## src/rtl/storage_bist_pkg.sv

```systemverilog
// Shared types and checkpoint-code helpers for the storage SRAM self-test engine.
package storage_bist_pkg;

  typedef enum logic [2:0] {
    S_IDLE,
    S_START,
    S_WRITE,
    S_READ,
    S_CHECK,
    S_PASS,
    S_FAIL,
    S_DONE
  } state_t;

  localparam logic [7:0] CODE_HDR_START  = 8'hA0;
  localparam logic [7:0] CODE_HDR_RESULT = 8'hAB;
  localparam logic [7:0] CODE_TAG_BASE   = 8'h40;

  // Block k is tagged by a single walking bit; the pass flag rides in bit 0.
  function automatic logic [15:0] make_code(input logic [7:0] hdr,
                                            input logic [2:0] blk,
                                            input logic       pass);
    logic [7:0] tag;
    tag = CODE_TAG_BASE >> blk;
    return {hdr, tag | {7'b0, pass}};
  endfunction

endpackage

```

## src/rtl/storage_bist_if.sv

```systemverilog
// Shared SRAM bus between the BIST engine and the storage macros.
interface storage_bist_if #(
  parameter int unsigned NBLOCKS = 2,
  parameter int unsigned ADDR_W  = 8,
  parameter int unsigned DATA_W  = 32
);
  logic [NBLOCKS-1:0]        mem_csb;
  logic                      mem_web;
  logic [DATA_W/8-1:0]       mem_wmask;
  logic [ADDR_W-1:0]         mem_addr;
  logic [DATA_W-1:0]         mem_din;
  logic [NBLOCKS*DATA_W-1:0] mem_dout;

  modport master (
    output mem_csb, mem_web, mem_wmask, mem_addr, mem_din,
    input  mem_dout
  );

  modport slave (
    input  mem_csb, mem_web, mem_wmask, mem_addr, mem_din,
    output mem_dout
  );
endinterface

```

## src/rtl/storage_bist_cmp.sv

```systemverilog
// Pattern generator and readback comparator; tracks the address whose data
// arrives one cycle after the read was issued.
module storage_bist_cmp
  import storage_bist_pkg::*;
#(
  parameter int unsigned ADDR_W = 8,
  parameter int unsigned DATA_W = 32,
  parameter logic [31:0] SEED   = 32'hA5A5_0F0F
) (
  input  logic              clk,
  input  logic              resetn,
  input  logic [ADDR_W-1:0] pat_addr,
  output logic [DATA_W-1:0] pat_data,
  input  logic              rd_en,
  input  logic [ADDR_W-1:0] rd_addr,
  input  logic [DATA_W-1:0] rd_data,
  output logic              mismatch,
  output logic [ADDR_W-1:0] mis_addr
);

  logic              rd_valid_q;
  logic [ADDR_W-1:0] rd_addr_q;

  function automatic logic [DATA_W-1:0] pattern(input logic [ADDR_W-1:0] a);
    return DATA_W'(SEED) + DATA_W'(a);
  endfunction

  always_ff @(posedge clk or negedge resetn) begin
    if (!resetn) begin
      rd_valid_q <= 1'b0;
      rd_addr_q  <= '0;
    end else begin
      rd_valid_q <= rd_en;
      rd_addr_q  <= rd_addr;
    end
  end

  assign pat_data = pattern(pat_addr);
  assign mismatch = rd_valid_q && (rd_data != pattern(rd_addr_q));
  assign mis_addr = rd_addr_q;

endmodule

```

## src/rtl/storage_bist.sv

```systemverilog
// Storage SRAM BIST: write/readback of each block in turn with checkpoint codes.
module storage_bist
  import storage_bist_pkg::*;
#(
  parameter int unsigned ADDR_W     = 8,
  parameter int unsigned DATA_W     = 32,
  parameter int unsigned NBLOCKS    = 2,
  parameter int unsigned TEST_WORDS = 2**ADDR_W,
  parameter logic [31:0] SEED       = 32'hA5A5_0F0F
) (
  input  logic              clk,
  input  logic              resetn,
  input  logic              start,
  storage_bist_if.master    mem,
  output logic [15:0]       status,
  output logic              busy,
  output logic              done,
  output logic              fail,
  output logic [2:0]        err_blk,
  output logic [ADDR_W-1:0] err_addr
);

  localparam logic [ADDR_W:0] TW_L     = (ADDR_W+1)'(TEST_WORDS);
  localparam logic [2:0]      LAST_BLK = 3'(NBLOCKS-1);

  state_t              state_q, state_n;
  logic [2:0]          k_q, k_n;
  logic [ADDR_W:0]     addr_q, addr_n, addr_inc;
  logic [15:0]         status_n;
  logic                done_n, fail_n, busy_n;
  logic [2:0]          err_blk_n;
  logic [ADDR_W-1:0]   err_addr_n;

  logic [NBLOCKS-1:0]  csb_q, csb_n;
  logic                web_q, web_n;
  logic [DATA_W/8-1:0] wmask_q, wmask_n;
  logic [ADDR_W-1:0]   maddr_q, maddr_n;
  logic [DATA_W-1:0]   din_q, din_n;

  logic [DATA_W-1:0]   pat_data, rd_word;
  logic                mismatch;
  logic [ADDR_W-1:0]   mis_addr;

  always_comb begin
    rd_word = '0;
    for (int unsigned b = 0; b < NBLOCKS; b++)
      if (k_q == 3'(b)) rd_word = mem.mem_dout[b*DATA_W +: DATA_W];
  end

  storage_bist_cmp #(
    .ADDR_W (ADDR_W),
    .DATA_W (DATA_W),
    .SEED   (SEED)
  ) u_cmp (
    .clk      (clk),
    .resetn   (resetn),
    .pat_addr (addr_n[ADDR_W-1:0]),
    .pat_data (pat_data),
    .rd_en    (state_q == S_READ),
    .rd_addr  (addr_q[ADDR_W-1:0]),
    .rd_data  (rd_word),
    .mismatch (mismatch),
    .mis_addr (mis_addr)
  );

  always_comb begin
    state_n    = state_q;
    k_n        = k_q;
    addr_n     = addr_q;
    status_n   = status;
    done_n     = done;
    fail_n     = fail;
    err_blk_n  = err_blk;
    err_addr_n = err_addr;
    addr_inc   = addr_q + (ADDR_W+1)'(1);
    case (state_q)
      S_IDLE, S_DONE, S_FAIL: begin
        if (start) begin
          state_n    = S_START;
          k_n        = '0;
          addr_n     = '0;
          done_n     = 1'b0;
          fail_n     = 1'b0;
          err_blk_n  = '0;
          err_addr_n = '0;
          status_n   = make_code(CODE_HDR_START, 3'd0, 1'b0);
        end
      end
      S_START: begin
        state_n = S_WRITE;
        addr_n  = '0;
      end
      S_WRITE: begin
        if (addr_inc == TW_L) begin
          state_n = S_READ;
          addr_n  = '0;
        end else begin
          addr_n = addr_inc;
        end
      end
      // READ and CHECK share the compare of the word read one cycle earlier.
      S_READ, S_CHECK: begin
        if (mismatch) begin
          state_n    = S_FAIL;
          addr_n     = '0;
          status_n   = make_code(CODE_HDR_RESULT, k_q, 1'b0);
          done_n     = 1'b1;
          fail_n     = 1'b1;
          err_blk_n  = k_q;
          err_addr_n = mis_addr;
        end else if (state_q == S_CHECK) begin
          state_n  = S_PASS;
          status_n = make_code(CODE_HDR_RESULT, k_q, 1'b1);
        end else if (addr_inc == TW_L) begin
          state_n = S_CHECK;
          addr_n  = '0;
        end else begin
          addr_n = addr_inc;
        end
      end
      S_PASS: begin
        if (k_q == LAST_BLK) begin
          state_n = S_DONE;
          done_n  = 1'b1;
        end else begin
          k_n      = k_q + 3'd1;
          state_n  = S_START;
          status_n = make_code(CODE_HDR_START, k_n, 1'b0);
        end
      end
      default: state_n = S_IDLE;
    endcase
  end

  // Bus outputs are registered from the next state so they line up with it.
  always_comb begin
    busy_n  = (state_n == S_START) || (state_n == S_WRITE) || (state_n == S_READ) ||
              (state_n == S_CHECK) || (state_n == S_PASS);
    csb_n   = '1;
    web_n   = 1'b1;
    wmask_n = '0;
    din_n   = '0;
    maddr_n = addr_n[ADDR_W-1:0];
    if (state_n == S_WRITE || state_n == S_READ) begin
      for (int unsigned b = 0; b < NBLOCKS; b++)
        if (k_n == 3'(b)) csb_n[b] = 1'b0;
    end
    if (state_n == S_WRITE) begin
      web_n   = 1'b0;
      wmask_n = '1;
      din_n   = pat_data;
    end
  end

  always_ff @(posedge clk or negedge resetn) begin
    if (!resetn) begin
      state_q  <= S_IDLE;
      k_q      <= '0;
      addr_q   <= '0;
      status   <= '0;
      busy     <= 1'b0;
      done     <= 1'b0;
      fail     <= 1'b0;
      err_blk  <= '0;
      err_addr <= '0;
      csb_q    <= '1;
      web_q    <= 1'b1;
      wmask_q  <= '0;
      maddr_q  <= '0;
      din_q    <= '0;
    end else begin
      state_q  <= state_n;
      k_q      <= k_n;
      addr_q   <= addr_n;
      status   <= status_n;
      busy     <= busy_n;
      done     <= done_n;
      fail     <= fail_n;
      err_blk  <= err_blk_n;
      err_addr <= err_addr_n;
      csb_q    <= csb_n;
      web_q    <= web_n;
      wmask_q  <= wmask_n;
      maddr_q  <= maddr_n;
      din_q    <= din_n;
    end
  end

  assign mem.mem_csb   = csb_q;
  assign mem.mem_web   = web_q;
  assign mem.mem_wmask = wmask_q;
  assign mem.mem_addr  = maddr_q;
  assign mem.mem_din   = din_q;

endmodule
```

## src/flat_wrapper.sv

```systemverilog
// flat-port wrapper written by rule: the top's interface ports become plain ports
module storage_bist_flat import storage_bist_pkg::*;
#(
  parameter int unsigned ADDR_W     = 8,
  parameter int unsigned DATA_W     = 32,
  parameter int unsigned NBLOCKS    = 2,
  parameter int unsigned TEST_WORDS = 2**ADDR_W,
  parameter logic [31:0] SEED       = 32'hA5A5_0F0F
)
  (clk, resetn, start, status, busy, done, fail, err_blk, err_addr, mem_mem_csb, mem_mem_web, mem_mem_wmask, mem_mem_addr, mem_mem_din, mem_mem_dout);
  storage_bist_if #(.NBLOCKS(NBLOCKS), .ADDR_W(ADDR_W), .DATA_W(DATA_W)) mem_i ();
  input  logic clk;
  input  logic resetn;
  input  logic start;
  output logic [15:0] status;
  output logic busy;
  output logic done;
  output logic fail;
  output logic [2:0] err_blk;
  output logic [ADDR_W-1:0] err_addr;
  output wire logic [$bits(mem_i.mem_csb)-1:0] mem_mem_csb;
  output wire logic [$bits(mem_i.mem_web)-1:0] mem_mem_web;
  output wire logic [$bits(mem_i.mem_wmask)-1:0] mem_mem_wmask;
  output wire logic [$bits(mem_i.mem_addr)-1:0] mem_mem_addr;
  output wire logic [$bits(mem_i.mem_din)-1:0] mem_mem_din;
  input wire logic [$bits(mem_i.mem_dout)-1:0] mem_mem_dout;
  assign mem_mem_csb = mem_i.mem_csb;
  assign mem_mem_web = mem_i.mem_web;
  assign mem_mem_wmask = mem_i.mem_wmask;
  assign mem_mem_addr = mem_i.mem_addr;
  assign mem_mem_din = mem_i.mem_din;
  assign mem_i.mem_dout = mem_mem_dout;
  storage_bist #(.ADDR_W(ADDR_W), .DATA_W(DATA_W), .NBLOCKS(NBLOCKS), .TEST_WORDS(TEST_WORDS), .SEED(SEED)) u_core (.clk(clk), .resetn(resetn), .start(start), .mem(mem_i), .status(status), .busy(busy), .done(done), .fail(fail), .err_blk(err_blk), .err_addr(err_addr));
endmodule
```

## config.mk

```make
export PLATFORM = sky130hd
export DESIGN_NAME = storage_bist_flat
export DESIGN_NICKNAME = d
export VERILOG_FILES = /design/src/rtl/storage_bist_pkg.sv /design/src/rtl/storage_bist_if.sv /design/src/rtl/storage_bist_cmp.sv /design/src/rtl/storage_bist.sv /design/src/flat_wrapper.sv
export SDC_FILE = /design/constraint.sdc
export NUM_CORES = 1
export LEC_CHECK = 0
export BUFFER_PORTS_ARGS = -buffer_cell sky130_fd_sc_hd__buf_2
export CAP_MARGIN = 20
export CELL_PAD_IN_SITES_DETAIL_PLACEMENT = 0
export CELL_PAD_IN_SITES_GLOBAL_PLACEMENT = 1
export CORE_MARGIN = 8
export CORE_UTILIZATION = 34
export CTS_CLUSTER_SIZE = 16
export DETAILED_ROUTE_END_ITERATION = 8
export PLACE_DENSITY_LB_ADDON = 0.1
export SLEW_MARGIN = 20
export SYNTH_ARGS = -nofsm -noshare
export SYNTH_HDL_FRONTEND = slang
export SYNTH_SLANG_ARGS = --single-unit
```

## constraint.sdc

```tcl
create_clock -name clk -period 3.6 [get_ports clk]
set_input_delay 0.72 -clock clk [delete_from_list [all_inputs] [get_ports clk]]
set_output_delay 0.72 -clock clk [all_outputs]
set_load 0.01 [all_outputs]
```

==> summary.txt <==
Outcome -> finished clean
Vias/cell -> 5.14
Post-Synth Simple-Gate Area -> 24.0%
Comb power frac -> 53.3%
GRT Residual Overflow -> 0
DIE AREA -> 0.0161 mm2
Routed vias -> 3838
RR Startpoint -> u_core.k_q[0]$_DFF_PN0_
Total power -> 4.26 mW
Starting Density -> 34.7%
WL/cell -> 17.3 um
I/O pin total -> 144
Max-Cap Viols -> 0
Detailed-route wire length -> 12900 um
Final net count -> 672
Vias in the first global route -> 3891
Dpl hpwl -> 10100 um
Worst Path Arrival -> 3.76 ns
Initial DRC Count -> 220
Crit Path Class -> flop to flop
Largest net degree at the start of global routing -> 34
Worst Tran Pin Value -> 0.762 ns
Switching Share -> 39.9%
Setup crit end kind -> flop
Main combinational cell family by area after synthesis -> simple AND/OR/NAND/NOR gates
Placed Area -> 0.00495 mm2
CP startpoint kind -> flop
Max Buffers Root-to-Sink -> 2
Post-synthesis compound-gate area fraction -> 18.6%
First-pass GRT wire length -> 20800 um
H-tree depth -> 3
Ratio of cells with drive above 1 in the final layout -> 37.8%
Synth cell count leaders -> 61 x dfrtp_1, 53 x nand2_1, 37 x buf_4
Placer Congestion -> 0.834
Register area share after synthesis -> 38.5%
Drc violations -> 0
Post-synth EDFFs -> 0
PD cells -> 790 mW/mm2
Rows -> 40
Final setup viols -> 0
Cell taking the most area after synthesis -> dfrtp_1
Post-Synth Adder-Cell Area -> 3.00%
PortBufs -> 128
Required @ worst endpoint -> 3.86 ns
P_sw -> 1.70 mW
Initial antenna violation count -> 0
Sequential Power Share -> 25.6%
Count of final hold-check violations -> 0
Layout Area Growth over Synthesis -> 29.3%
CTS tree -> built
Synth unique cells -> 83
Post-layout instance area -> 0.00539 mm2
Hold Crit Class -> input pin to async pin
Worst setup path start -> u_core.k_q[0]$_DFF_PN0_
Mux contribution to synthesized area -> 2.34%
Max Fclk -> 286 MHz
Syn Inst Count -> 460
Period minus WS final -> 3.50 ns
Total GRT Usage -> 16.0%
Antenna Nets Post-Route -> 0
Max IR drop VDD -> 0.421 mV
CTS Sinks -> 64
Leak pwr -> 2.64 nW
Clock power frac -> 21.1%
R2r setup slk -> 0.1 ns
Core area -> 0.0120 mm2
Clock root buffer -> clkbuf_16
Diode count -> 0
Number of synthesis warnings -> 0
Ys async rst share -> 100%
Die Span Y -> 127 um
Worst-path clk slew -> 0.06 ns
Seq cells post-synth -> 64
Worst skew pair latency -> 0.33 ns
Num CTS Buffers -> 9
Ys flop type -> dfrtp_1
Unrepaired setup endpoints after global routing -> yes
Pint -> 2.56 mW
Worst clock skew -> 0.00885 ns
Die extent in x -> 127 um
Post-Syn Area per Cell -> 9.06 um2
Min Hold Slack -> 0.468 ns
DR pass1 iterations -> 4
Synth area leaders -> dfrtp_1 37%, buf_4 6.7%, nand2_1 4.8%, o21ai_0 3.7%, ha_1 3.0%
Period utilisation layout -> 97.2%
Mapped Area -> 0.00417 mm2
Pins Over Slew Limit -> 0
Crit path max fanout -> 22
Slew Limit Headroom -> 49.2%
Area share of the largest cell type after synthesis -> 36.6%
Post-Synth XOR/XNOR Area -> 2.43%
Count leader, synth -> dfrtp_1
power by group through the flow:
stage          registers [mW]  logic, mW  clock network (mW)
2_1_floorplan            1.10       1.44                   0
3_3_place_gp             1.09       2.14                   0
3_5_place_dp             1.10       2.15                   0
4_1_cts                  1.09       2.18               0.918
5_1_grt                  1.13       2.55               0.953
6_report                 1.09       2.27               0.898
cells in the final DEF (no fill, tap or decap), types with 6 or more instances in the layout:
cell type | Yosys | routed
and3_1 | 8 | 8
nand4_1 | 7 | 7
nor2b_1 | 7 | 6
inv_1 | 19 | 17
clkbuf_16 | 0 | 9
ha_1 | 10 | 8
a21oi_1 | 18 | 18
nand2b_1 | 6 | 6
conb_1 | 1 | 15
dfrtp_1 | 61 | 61
nand3_1 | 14 | 14
nor2_1 | 23 | 23
nand3b_1 | 7 | 7
buf_2 | 3 | 128
nor3_1 | 7 | 6
nand2_1 | 53 | 51
buf_4 | 37 | 38
o21ai_0 | 31 | 27
registers in the layout, summed over array words and instances, names as in the netlist:
signal and cells:
u_core.addr_q 9, u_core.busy 1, u_core.done 1, u_core.err_addr 8, u_core.err_blk 3, u_core.fail 1
u_core.k_q 3, u_core.mem.mem_csb 2, u_core.mem.mem_din 13, u_core.mem.mem_web 1, u_core.mem.mem_wmask 1, u_core.state_q 3
u_core.status 9, u_core.u_cmp.mis_addr 8, u_core.u_cmp.rd_valid_q 1
what timing repair did:
action / 4_1_cts / 5_1_grt
hold endpoints to repair: 0 / 0
cloned: 0 / 1
hold buffers: 0 / 0
pin swaps: 1 / 12
gates resized for setup: 3 / 23
endpoints found under the setup margin: 3 / 16
setup buffers: 0 / 2
routing by layer:
layer / GRT usage [%] / vias to the layer above / part of all wire, %
met2: 26.6 / 111 / 47
met4: 4.34 / 0 / 0.88
li1: - / 1876 / -
met3: 5.11 / 9 / 7.4
met1: 19.5 / 1842 / 44
met5: 0 / - / 0
worst paths after layout:
| check | cells past startpoint | end |
|---|---|---|
| min in group clk | 2 | u_core.status[1]$_DFFE_PN0P_ |
| worst max-delay path | 12 | u_core.mem.mem_din[10]$_DFF_PN0_ |
| max in group asynchronous | 2 | u_core.mem.mem_csb[1]$_DFF_PN1_ |
| worst min-delay path | 1 | u_core.u_cmp.mis_addr[2]$_DFF_PN0_ |
| worst max register to register | 12 | u_core.mem.mem_din[10]$_DFF_PN0_ |
| worst min register to register | 2 | u_core.status[1]$_DFFE_PN0P_ |
critical path, cell delays in order (launching register included):
cell      delay, ns
dfrtp_1        0.42
ha_4           0.19
buf_12         0.15
nor3b_4        0.31
a22oi_2        0.13
or4_1          0.55
a21boi_2       0.17
o2111a_2       0.31
o211ai_2       0.08
a211o_1        0.34
or4_4          0.48
buf_4          0.19
nor2b_1        0.10
metrics by stage:
stage | cells | setup slack [ns] | util (%) | TNS [ns]
4_1_cts | 744 | 0.0309 | 43.9 | 0
3_5_place_dp | 728 | -0.0430 | 41.2 | -0.111
2_1_floorplan | 474 | 0.0658 | - | 0
5_1_grt | 747 | -0.0821 | 44.8 | -0.443
6_report | 747 | 0.0990 | 44.8 | 0
3_3_place_gp | 728 | 0.0555 | 41.2 | 0
cell type report:
cell class / instances / area (um2)
clock buffer: 13 / 270
clock inverter: 3 / 40.0
fill: 1251 / 6630
inverter: 19 / 71.3
multi-input combinational: 333 / 2260
sequential: 64 / 1610
tap: 147 / 184
timing repair buffer: 168 / 957
logic make-up after synthesis:
| logic type | after synthesis |
|---|---|
| muxes | 8 |
| adders and majority gates | 10 |
| DFF | 64 |
| buffers and inverters | 78 |
| AOI/OAI and AO/OA | 111 |
| other | 1 |
| and+or+nand+nor | 178 |
| xor gates and xnor gates | 10 |
(Power assumes the default switching activity.)
